### config.mk
export PLATFORM = sky130hd
export DESIGN_NAME = lynx_mem_arbiter
export DESIGN_NICKNAME = d
export VERILOG_FILES = /design/src/rtl/lynx_pkg.sv /design/src/rtl/lynx_slot_sched.sv /design/src/rtl/lynx_mem_arbiter.sv
export SDC_FILE = /design/constraint.sdc
export NUM_CORES = 1
export LEC_CHECK = 0
export ABC_AREA = 1
export BUFFER_PORTS_ARGS = -buffer_cell sky130_fd_sc_hd__buf_2
export CAP_MARGIN = 25
export CORE_ASPECT_RATIO = 0.9
export CORE_MARGIN = 2
export CORE_UTILIZATION = 30
export DETAILED_ROUTE_END_ITERATION = 10
export SYNTH_ARGS = -nofsm -noshare
export SYNTH_HDL_FRONTEND = slang
export SYNTH_SLANG_ARGS = --single-unit
### constraint.sdc
create_clock -name clock -period 1.45 [get_ports clock]
set_input_delay 0.0725 -clock clock [delete_from_list [all_inputs] [get_ports clock]]
set_output_delay 0.0725 -clock clock [all_outputs]
set_load 0.05 [all_outputs]
### src/rtl/lynx_pkg.sv
// Shared encodings for the Lynx main-RAM arbiter: slot numbers, access owners
// and the access FSM states.
package lynx_pkg;

    localparam logic [1:0] SLOT_VID0 = 2'd0;
    localparam logic [1:0] SLOT_CPU0 = 2'd1;
    localparam logic [1:0] SLOT_VID1 = 2'd2;
    localparam logic [1:0] SLOT_CPU1 = 2'd3;

    typedef enum logic [1:0] {
        OWN_NONE = 2'd0,
        OWN_VID  = 2'd1,
        OWN_CPU  = 2'd2,
        OWN_TAPE = 2'd3
    } owner_e;

    typedef enum logic [1:0] {
        ST_IDLE    = 2'd0,
        ST_ISSUE   = 2'd1,
        ST_CAPTURE = 2'd2
    } state_e;

    function automatic logic is_vid_slot(input logic [1:0] s);
        return (s == SLOT_VID0) || (s == SLOT_VID1);
    endfunction

endpackage

### src/rtl/lynx_slot_sched.sv
// Slot counter, tape starvation counter and per-slot winner selection.
// The winner is combinational; grant_o qualifies it with ce and an idle FSM.
module lynx_slot_sched
    import lynx_pkg::*;
#(
    parameter int TAPE_MAXWAIT = 8
) (
    input  logic   clock_i,
    input  logic   reset_i,
    input  logic   ce_i,
    input  logic   idle_i,
    input  logic   vid_req_i,
    input  logic   cpu_req_i,
    input  logic   tape_req_i,
    output owner_e winner_o,
    output logic   grant_o
);

    localparam logic [3:0] MAXW = 4'(TAPE_MAXWAIT);

    logic [1:0] slot_q, slot_d;
    logic [3:0] starve_q, starve_d;

    always_comb begin
        winner_o = OWN_NONE;
        // Even slots without a video request fall through to the odd-slot rule.
        if (is_vid_slot(slot_q) && vid_req_i)      winner_o = OWN_VID;
        else if ((starve_q == MAXW) && tape_req_i) winner_o = OWN_TAPE;
        else if (cpu_req_i)                        winner_o = OWN_CPU;
        else if (tape_req_i)                       winner_o = OWN_TAPE;

        grant_o = ce_i && idle_i && (winner_o != OWN_NONE);
        slot_d  = ce_i ? slot_q + 2'd1 : slot_q;

        starve_d = starve_q;
        if (!tape_req_i || (grant_o && (winner_o == OWN_TAPE)))
            starve_d = '0;
        else if (ce_i && !is_vid_slot(slot_q) && (starve_q != MAXW))
            starve_d = starve_q + 4'd1;
    end

    always_ff @(posedge clock_i or posedge reset_i) begin
        if (reset_i) begin
            slot_q   <= SLOT_VID0;
            starve_q <= '0;
        end else begin
            slot_q   <= slot_d;
            starve_q <= starve_d;
        end
    end

endmodule

### src/rtl/lynx_mem_arbiter.sv
// Shares one synchronous single-port RAM between video, CPU and tape using
// a 4-slot schedule; each access is ISSUE then CAPTURE, ack two clocks after grant.
module lynx_mem_arbiter
    import lynx_pkg::*;
#(
    parameter int AW           = 14,
    parameter int DW           = 8,
    parameter int TAPE_MAXWAIT = 8
) (
    input  logic          clock,
    input  logic          reset,
    input  logic          ce,
    input  logic          vid_req,
    input  logic [AW-1:0] vid_a,
    output logic          vid_ack,
    output logic [DW-1:0] vid_q,
    input  logic          cpu_req,
    input  logic          cpu_we,
    input  logic [AW-1:0] cpu_a,
    input  logic [DW-1:0] cpu_d,
    output logic          cpu_wait,
    output logic          cpu_ack,
    output logic [DW-1:0] cpu_q,
    input  logic          tape_req,
    input  logic [AW-1:0] tape_a,
    input  logic [DW-1:0] tape_d,
    output logic          tape_ack,
    output logic          mem_en,
    output logic          mem_we,
    output logic [AW-1:0] mem_a,
    output logic [DW-1:0] mem_d,
    input  logic [DW-1:0] mem_q
);

    state_e          state_q, state_d;
    owner_e          owner_q, winner;
    logic            grant;
    logic            mem_en_q, mem_we_q, acc_we_q;
    logic [AW-1:0]   mem_a_q, sel_a;
    logic [DW-1:0]   mem_d_q, sel_d, vid_q_q, cpu_q_q;
    logic            sel_we;
    logic            vid_ack_q, cpu_ack_q, tape_ack_q;

    lynx_slot_sched #(.TAPE_MAXWAIT(TAPE_MAXWAIT)) u_sched (
        .clock_i    (clock),
        .reset_i    (reset),
        .ce_i       (ce),
        .idle_i     (state_q == ST_IDLE),
        .vid_req_i  (vid_req),
        .cpu_req_i  (cpu_req),
        .tape_req_i (tape_req),
        .winner_o   (winner),
        .grant_o    (grant)
    );

    always_comb begin
        state_d = state_q;
        unique case (state_q)
            ST_IDLE:    if (grant) state_d = ST_ISSUE;
            ST_ISSUE:   state_d = ST_CAPTURE;
            ST_CAPTURE: state_d = ST_IDLE;
            default:    state_d = ST_IDLE;
        endcase
    end

    always_ff @(posedge clock or posedge reset) begin
        if (reset) state_q <= ST_IDLE;
        else       state_q <= state_d;
    end

    always_comb begin
        sel_a  = mem_a_q;
        sel_d  = mem_d_q;
        sel_we = 1'b0;
        unique case (winner)
            OWN_VID:  sel_a = vid_a;
            OWN_CPU:  begin sel_a = cpu_a;  sel_d = cpu_d;  sel_we = cpu_we; end
            OWN_TAPE: begin sel_a = tape_a; sel_d = tape_d; sel_we = 1'b1;   end
            default:  ;
        endcase
    end

    always_ff @(posedge clock or posedge reset) begin
        if (reset) begin
            owner_q    <= OWN_NONE;
            mem_en_q   <= 1'b0;
            mem_we_q   <= 1'b0;
            acc_we_q   <= 1'b0;
            mem_a_q    <= '0;
            mem_d_q    <= '0;
            vid_q_q    <= '0;
            cpu_q_q    <= '0;
            vid_ack_q  <= 1'b0;
            cpu_ack_q  <= 1'b0;
            tape_ack_q <= 1'b0;
        end else begin
            mem_en_q   <= grant;
            mem_we_q   <= grant && sel_we;
            vid_ack_q  <= 1'b0;
            cpu_ack_q  <= 1'b0;
            tape_ack_q <= 1'b0;
            if (grant) begin
                owner_q  <= winner;
                acc_we_q <= sel_we;
                mem_a_q  <= sel_a;
                mem_d_q  <= sel_d;
            end
            // Read data is valid one clock after the RAM sampled the access.
            if (state_q == ST_CAPTURE) begin
                unique case (owner_q)
                    OWN_VID:  begin vid_q_q <= mem_q; vid_ack_q <= 1'b1; end
                    OWN_CPU:  begin
                        if (!acc_we_q) cpu_q_q <= mem_q;
                        cpu_ack_q <= 1'b1;
                    end
                    OWN_TAPE: tape_ack_q <= 1'b1;
                    default:  ;
                endcase
            end
        end
    end

    assign mem_en   = mem_en_q;
    assign mem_we   = mem_we_q;
    assign mem_a    = mem_a_q;
    assign mem_d    = mem_d_q;
    assign vid_ack  = vid_ack_q;
    assign vid_q    = vid_q_q;
    assign cpu_ack  = cpu_ack_q;
    assign cpu_q    = cpu_q_q;
    assign tape_ack = tape_ack_q;
    assign cpu_wait = cpu_req & ~cpu_ack_q;

endmodule

==> out/qor.csv, run 1 <==
metric,value,unit
synth_nets,405,
cts_tree,done,
maxCapViolCount,0,
core,8690,µm²
final_cells,585,
drt_first_pass_iters,4,
grt_overflow,0,
tns,-0.253,ns
outcome,finished with violations,
portBuffers,116,
wl_per_cell,12.2,µm
drc,0,
critical_path_class,register to register,
io_pins,117,
fillers,902,
hold_viol,0,
fin_nets,542,
clock-skew-final,0.00418,ns
final_common_cell,buf_2,
rsz0062_at_grt,true,
maxSlewHeadroom,0.734,
worstMarginPinSlew,0.399,ns
cts_buffer_depth,2,
ir_drop,0.00104,V
violations,setup timing,
fmax,672,MHz
synth_area,2730,µm²
dp_cells,568,
avgSynthCellArea,8.31,µm²
arrival,1.74,ns
vias,2572,
end_kind,register,
grt_pass1_vias,2498,
ys_seq_elements,54,
cp-start-kind,register,
die-area,9870,µm²
rows,32,
fin_crit_sh,1.03,
gp_congestion,0.740,
grt_pass1_wl,11.4,mm
slew_viol_final,0,
p_per_area,2110,nW/µm²
syn_inst,328,
hold_path.class,primary input to register,
cts_sinks,54,
grtUsageTotal,0.142,
via_per_inst,4.40,
syn_to_final_growth,39.1,%
antenna_left,0,
power_leakage,2.13,nW
period_minus_slack,1.49,ns
start_util,0.314,
multiInputGateArea,1190,µm²
regArea,1350,µm²
worst_slack,-0.0385,ns
die_w,104,µm
antennaDiodeCount,0,
mostFrequentLayoutCells,"buf_2, nand2_1, dfrtp_1",
hpwl,5.27,mm
clk_latency,0.30,ns
grt_max_degree,38,
ys_warn_count,0,
die_height,94.4,µm
clock_tree.root_cell,clkbuf_8,
grt_antenna_before_repair,0,
setup_viol_count_final,16,
required,1.70,ns
routed_wl,7.16,mm
cp_max_fo,6,
drive_gt1_frac,0.395,
power,8.02,mW
clk_pin_slew,0.10,ns
synth_cell_types,30,
seq_area_frac_synth,0.496,
drtIter0Drc,81,
htree_levels,2,
cts_buffers,5,
cell type report:
type,count,area share
clock buffers,6,0.0191
clock inverters,2,0.00363
inverters,40,0.0442
multi-input cells,223,0.313
flip-flops and latches,54,0.356
well taps,119,0.0392
repair buffers,140,0.222
repair inverters,1,0.00231
Yosys cell counts:
cell | number | area, µm²
clkbuf_1 | 2 | 7.51
nor2_4 | 1 | 11.3
nor2_2 | 2 | 12.5
buf_6 | 4 | 45.0
o21bai_1 | 1 | 7.51
inv_1 | 36 | 135
a21oi_1 | 1 | 5.00
o21ai_0 | 11 | 55.1
inv_2 | 2 | 7.51
ha_1 | 4 | 50.1
nand2_2 | 5 | 31.3
nand2_1 | 114 | 428
dfrtp_1 | 54 | 1350
o21ai_1 | 9 | 45.0
nor2_8 | 1 | 20.0
nand3_2 | 1 | 10.0
nor3_2 | 1 | 10.0
nand3_1 | 33 | 165
buf_4 | 3 | 22.5
nand2_4 | 1 | 11.3
xor2_1 | 3 | 26.3
nand4_1 | 14 | 87.6
nand2_8 | 1 | 20.0
nand3_4 | 1 | 17.5
inv_6 | 1 | 8.76
inv_4 | 1 | 6.26
nor3_1 | 1 | 5.00
o21ai_2 | 9 | 78.8
buf_2 | 3 | 15.0
nor2_1 | 8 | 30.0
routing by layer:
metal / vias up / global-route usage / routed length, µm
met4: 0 / 0.0372 / 75
met2: 81 / 0.254 / 3320
met5: - / 0 / 0
met3: 9 / 0.0352 / 470
met1: 1167 / 0.173 / 3290
li1: 1315 / - / -
cell families after synthesis:
logic type,after synthesis,synth area share
xor gates and xnor gates,3,0.00964
and+or+nand+nor,184,0.315
buffers and inverters,52,0.0909
DFF,54,0.496
AOI/OAI and AO/OA,31,0.0702
adders and majority gates,4,0.0184
critical path, cell delays in order (launching register included):
cell and delay [ns]:
dfrtp_1 0.37, inv_2 0.05, ha_2 0.19, nor2_2 0.14, nor2_4 0.07, nor2_8 0.17, buf_4 0.17, nand2_8 0.08
inv_8 0.08, o21ai_2 0.06, nand2_1 0.06
final timing paths:
| path | from | end | slack, ns | cells after the start |
|---|---|---|---|---|
| worst max-delay path | u_sched.slot_q[0] | acc_we_q | -0.04 | 10 |
| worst min-delay path | mem_q[3] | cpu_q[3] | 0.01 | 3 |
| worst max register to register | u_sched.slot_q[0] | acc_we_q | -0.04 | 10 |
| max in group asynchronous | reset | mem_a[11] | 0.63 | 4 |
| min in group asynchronous | reset | vid_ack | 0.29 | 3 |
| worst min register to register | state_q[1] | state_q[1] | 0.43 | 1 |
report_power, final:
part           leakage [nW]  internal (mW)  switching (mW)
Clock                0.0452          0.342           0.485
Sequential            0.675           2.16           0.348
Combinational          1.41           1.28            3.41
Total                  2.13           3.78            4.24
repair_timing:
item                                    CTS  global route
gates cloned                              1             1
setup buffers                             1             3
gates resized for setup                   8            11
endpoints found under the hold margin    20             0
endpoints found under the setup margin   28            38
hold buffers                              3             0
pin swaps                                 1             6
registers in the layout, indices dropped and copies added (netlist names), 2 cells and up:
name and cells:
u_sched.starve_q 4, state_q 2, owner_q 2, mem_d 8, mem_a 14, vid_q 8
u_sched.slot_q 2, cpu_q 8
stage by stage:
step	cell area (µm²)	util	worst slack [ns]	hold slack, ns
finish	3790	0.437	-0.0385	0.0129
global placement	3570	0.411	-0.0634	0.0779
CTS	3720	0.428	-0.0273	0.00216
global route	3790	0.437	-0.135	0.00962
detailed placement	3570	0.411	-0.0957	0.0922
floorplan	2740	-	-0.00104	0.164
No activity file was read; power rests on OpenSTA's default activity.
==> run 2: changes to the inputs <==
--- a/config.mk
+++ b/config.mk
@@ -8,10 +8,14 @@
 export ABC_AREA = 1
 export BUFFER_PORTS_ARGS = -buffer_cell sky130_fd_sc_hd__buf_2
 export CAP_MARGIN = 25
+export CELL_PAD_IN_SITES_DETAIL_PLACEMENT = 0
+export CELL_PAD_IN_SITES_GLOBAL_PLACEMENT = 2
 export CORE_ASPECT_RATIO = 0.9
 export CORE_MARGIN = 2
-export CORE_UTILIZATION = 30
+export CORE_UTILIZATION = 23
 export DETAILED_ROUTE_END_ITERATION = 10
+export PLACE_DENSITY_LB_ADDON = 0.1
 export SYNTH_ARGS = -nofsm -noshare
 export SYNTH_HDL_FRONTEND = slang
+export SYNTH_HIERARCHICAL = 1
 export SYNTH_SLANG_ARGS = --single-unit
==> run 2 against run 1 <==
  * The flow still finishes with violations (setup timing)
  * Largest power group unchanged
  * Total power rose by 20%
  * Synthesized cell count rose by 4.0%
  * Core utilization fell by 8.4 points
  * Count of clock-buffer cells in the layout fell by 1
  * Sequential power rose by 2%
  * Fmax fell by 18%
  * Critical endpoint is now mem_d[7]
  * Critical path type unchanged
==> out/qor.csv, run 2 <==
metric,value,unit,change
synth_nets,418,,was 405
cts_buffers,5,,unchanged
met1_usage,0.188,,was 0.173
crit_path_start,u_sched/slot_q[1],,was u_sched.slot_q[0]
power_leakage,2.14,nW,was 2.13 nW
holdCritStartpoint,cpu_we,,was mem_q[3]
seq_area_frac_synth,0.507,,was 0.496
netlist_top_cells_count,"nand2_1, nor2_1, dfrtp_1",,"was nand2_1, dfrtp_1, inv_1"
synth_edf_count,0,,unchanged
grt_overflow,0,,unchanged
drive_gt1_frac,0.386,,was 0.395
ys_seq_elements,54,,unchanged
hold_slack,0.0103,ns,was 0.0129 ns
dp_cells,632,,was 568
crit_buf_inv,3,,unchanged
die-area,12500,µm²,was 9870 µm²
worstMarginPinSlew,0.300,ns,was 0.399 ns
gp_congestion,0.718,,was 0.740
fmax,554,MHz,was 672 MHz
cts_tree,done,,unchanged
hold_path.class,primary input to register,,unchanged
arrival,1.98,ns,was 1.74 ns
rows,37,,was 32
clk_latency,0.29,ns,was 0.30 ns
cp-start-kind,register,,unchanged
clk_pin_slew,0.07,ns,was 0.10 ns
drtIter0Drc,122,,was 81
die_height,106,µm,was 94.4 µm
clock-skew-final,0.00545,ns,was 0.00418 ns
yosys-top-cells-area,"dfrtp_1, nand2_1, nor2_1",,"was dfrtp_1, nand2_1, nand3_1"
rsz0062_at_grt,true,,unchanged
core,11400,µm²,was 8690 µm²
io_pins,117,,unchanged
outcome,finished with violations,,unchanged
grt_pass1_vias,2651,,"was 2,498"
drt_first_pass_iters,4,,unchanged
fin_crit_sh,1.24,,was 1.03
async_flop_share,1.00,,unchanged
maxCapViolCount,0,,unchanged
grt_pass1_wl,13.6,mm,was 11.4 mm
avgSynthCellArea,7.82,µm²,was 8.31 µm²
antenna_left,0,,unchanged
clock_tree.root_cell,clkbuf_16,,was clkbuf_8
mostFrequentLayoutCells,"buf_2, nand2_1, dfrtp_1",,unchanged
post-synth-top-count-cell,nand2_1,,unchanged
cp_max_fo,5,,was 6
grt.met3_usage,0.0370,,was 0.0352
ir_drop,0.000608,V,was 0.00104 V
antennaDiodeCount,0,,unchanged
crit_family,simple AND/OR/NAND/NOR gates,,unchanged
hold_viol,0,,unchanged
via_per_inst,4.07,,was 4.40
crit_top_cell,nor2_4,,
synth_top_area_share,0.507,,was 0.496
worst_slack,-0.354,ns,was -0.0385 ns
use_met2,0.213,,was 0.254
routed_wl,8.37,mm,was 7.16 mm
grt_antenna_before_repair,0,,unchanged
max_stage_delay,0.41,ns,was 0.37 ns
violations,setup timing,,unchanged
start_util,0.234,,was 0.314
slowest_stage,dfrtp_1,,unchanged
die_w,118,µm,was 104 µm
wl_per_cell,12.8,µm,was 12.2 µm
synth_largest_area_cell,dfrtp_1,,unchanged
drc,0,,unchanged
syn_to_final_growth,50.4,%,was 39.1%
portBuffers,116,,unchanged
reg2reg_slack,-0.35,ns,was -0.04 ns
maxSlewHeadroom,0.800,,was 0.734
critical_path_class,register to register,,unchanged
ys_warn_count,6,,was 0
p_per_area,2400,nW/µm²,was 2110 nW/µm²
grt_busiest_layer,met2,,unchanged
r2r-start,u_sched/slot_q[1],,was u_sched.slot_q[0]
setup_viol_count_final,27,,was 16
grtUsageTotal,0.135,,was 0.142
synth_cell_types,24,,was 30
cts_buffer_depth,2,,unchanged
end_kind,register,,unchanged
fin_nets,573,,was 542
cp_cell_sequence,inv_2 > ha_4 > nor2_4 > nor2_4 > nor2_4 > nor2_2 > nor2_4 > nand2_4 > buf_8 > buf_4 > nand2_1 > o21ai_1,,was inv_2 > ha_2 > nor2_2 > nor2_4 > nor2_8 > buf_4 > nand2_8 > inv_8 > o21ai_2 > nand2_1
syn_inst,341,,was 328
final_cells,653,,was 585
vias,2659,,"was 2,572"
cts_sinks,54,,unchanged
synth_ff_type,dfrtp_1,,unchanged
hpwl,6.07,mm,was 5.27 mm
slew_viol_final,0,,unchanged
required,1.63,ns,was 1.70 ns
period_minus_slack,1.80,ns,was 1.49 ns
synth_area,2670,µm²,was 2730 µm²
final_common_cell,buf_2,,unchanged
htree_levels,2,,unchanged
largest_reg_flops,14,,unchanged
grt_max_degree,49,,was 38
power,9.62,mW,was 8.02 mW
-- run 2: layer usage --
metal | part of all wire | wire (µm)
met5 | 0 | 0
met4 | 0.0065 | 54
met3 | 0.061 | 508
met1 | 0.49 | 4070
met2 | 0.45 | 3740
-- run 2: tightest hold or removal path, delay by kind of cell --
kind / cells / cell delay (ns)
AOI/OAI and AO/OA: 1 / 0.06
buffers and inverters: 2 / 0.13
-- run 2: metrics by stage --
| step | setup slack (ns) | cell area (µm²) | utilization | setup TNS [ns] |
|---|---|---|---|---|
| floorplan | -0.334 | 2680 | - | -6.51 |
| global placement | -0.380 | 3610 | 0.317 | -9.07 |
| detailed placement | -0.394 | 3610 | 0.317 | -9.11 |
| CTS | -0.326 | 3920 | 0.344 | -7.57 |
| global route | -0.508 | 4010 | 0.352 | -12.08 |
| finish | -0.354 | 4010 | 0.352 | -7.79 |
-- run 2: power breakdown --
| part | internal [mW] | switching, mW |
|---|---|---|
| combinational | 1.66 | 3.97 |
| sequential | 2.19 | 0.377 |
| clock | 0.829 | 0.586 |
-- run 2: cell type report --
cell class	instances	area, µm²
multi-input combinational	254	1250
clock buffer	5	125
fill	1274	7380
tap	156	195
sequential	54	1350
clock inverter	3	47.5
timing repair buffer	159	952
inverter	22	90.1
-- run 2: what timing repair did --
item	4_1_cts	5_1_grt
pin swaps	7	9
setup buffers	3	2
hold buffers	7	0
gates cloned	0	1
hold endpoints to repair	60	0
setup endpoints to repair	27	29
gates resized for setup	10	18
-- run 2: worst paths after layout --
| kind | depth (start not counted) | endpoint |
|---|---|---|
| setup reg to reg | 12 | mem_d[7] |
| setup / recovery | 12 | mem_d[7] |
| hold reg to reg | 2 | cpu_q[6] |
| max in group asynchronous | 4 | mem_a[8] |
| hold / removal | 3 | mem_we |
| min in group asynchronous | 3 | u_sched/starve_q[2] |
-- run 2: cells by family (layout without fill, tap and decap cells) --
kind of cell,Yosys count,in the layout,share of synthesized area
AOI/OAI and AO/OA,27,27,0.0521
xor gates and xnor gates,2,2,0.00657
adders and majority gates,4,4,0.0188
buffers and inverters,34,189,0.0643
DFF,54,54,0.507
and+or+nand+nor,220,221,0.352
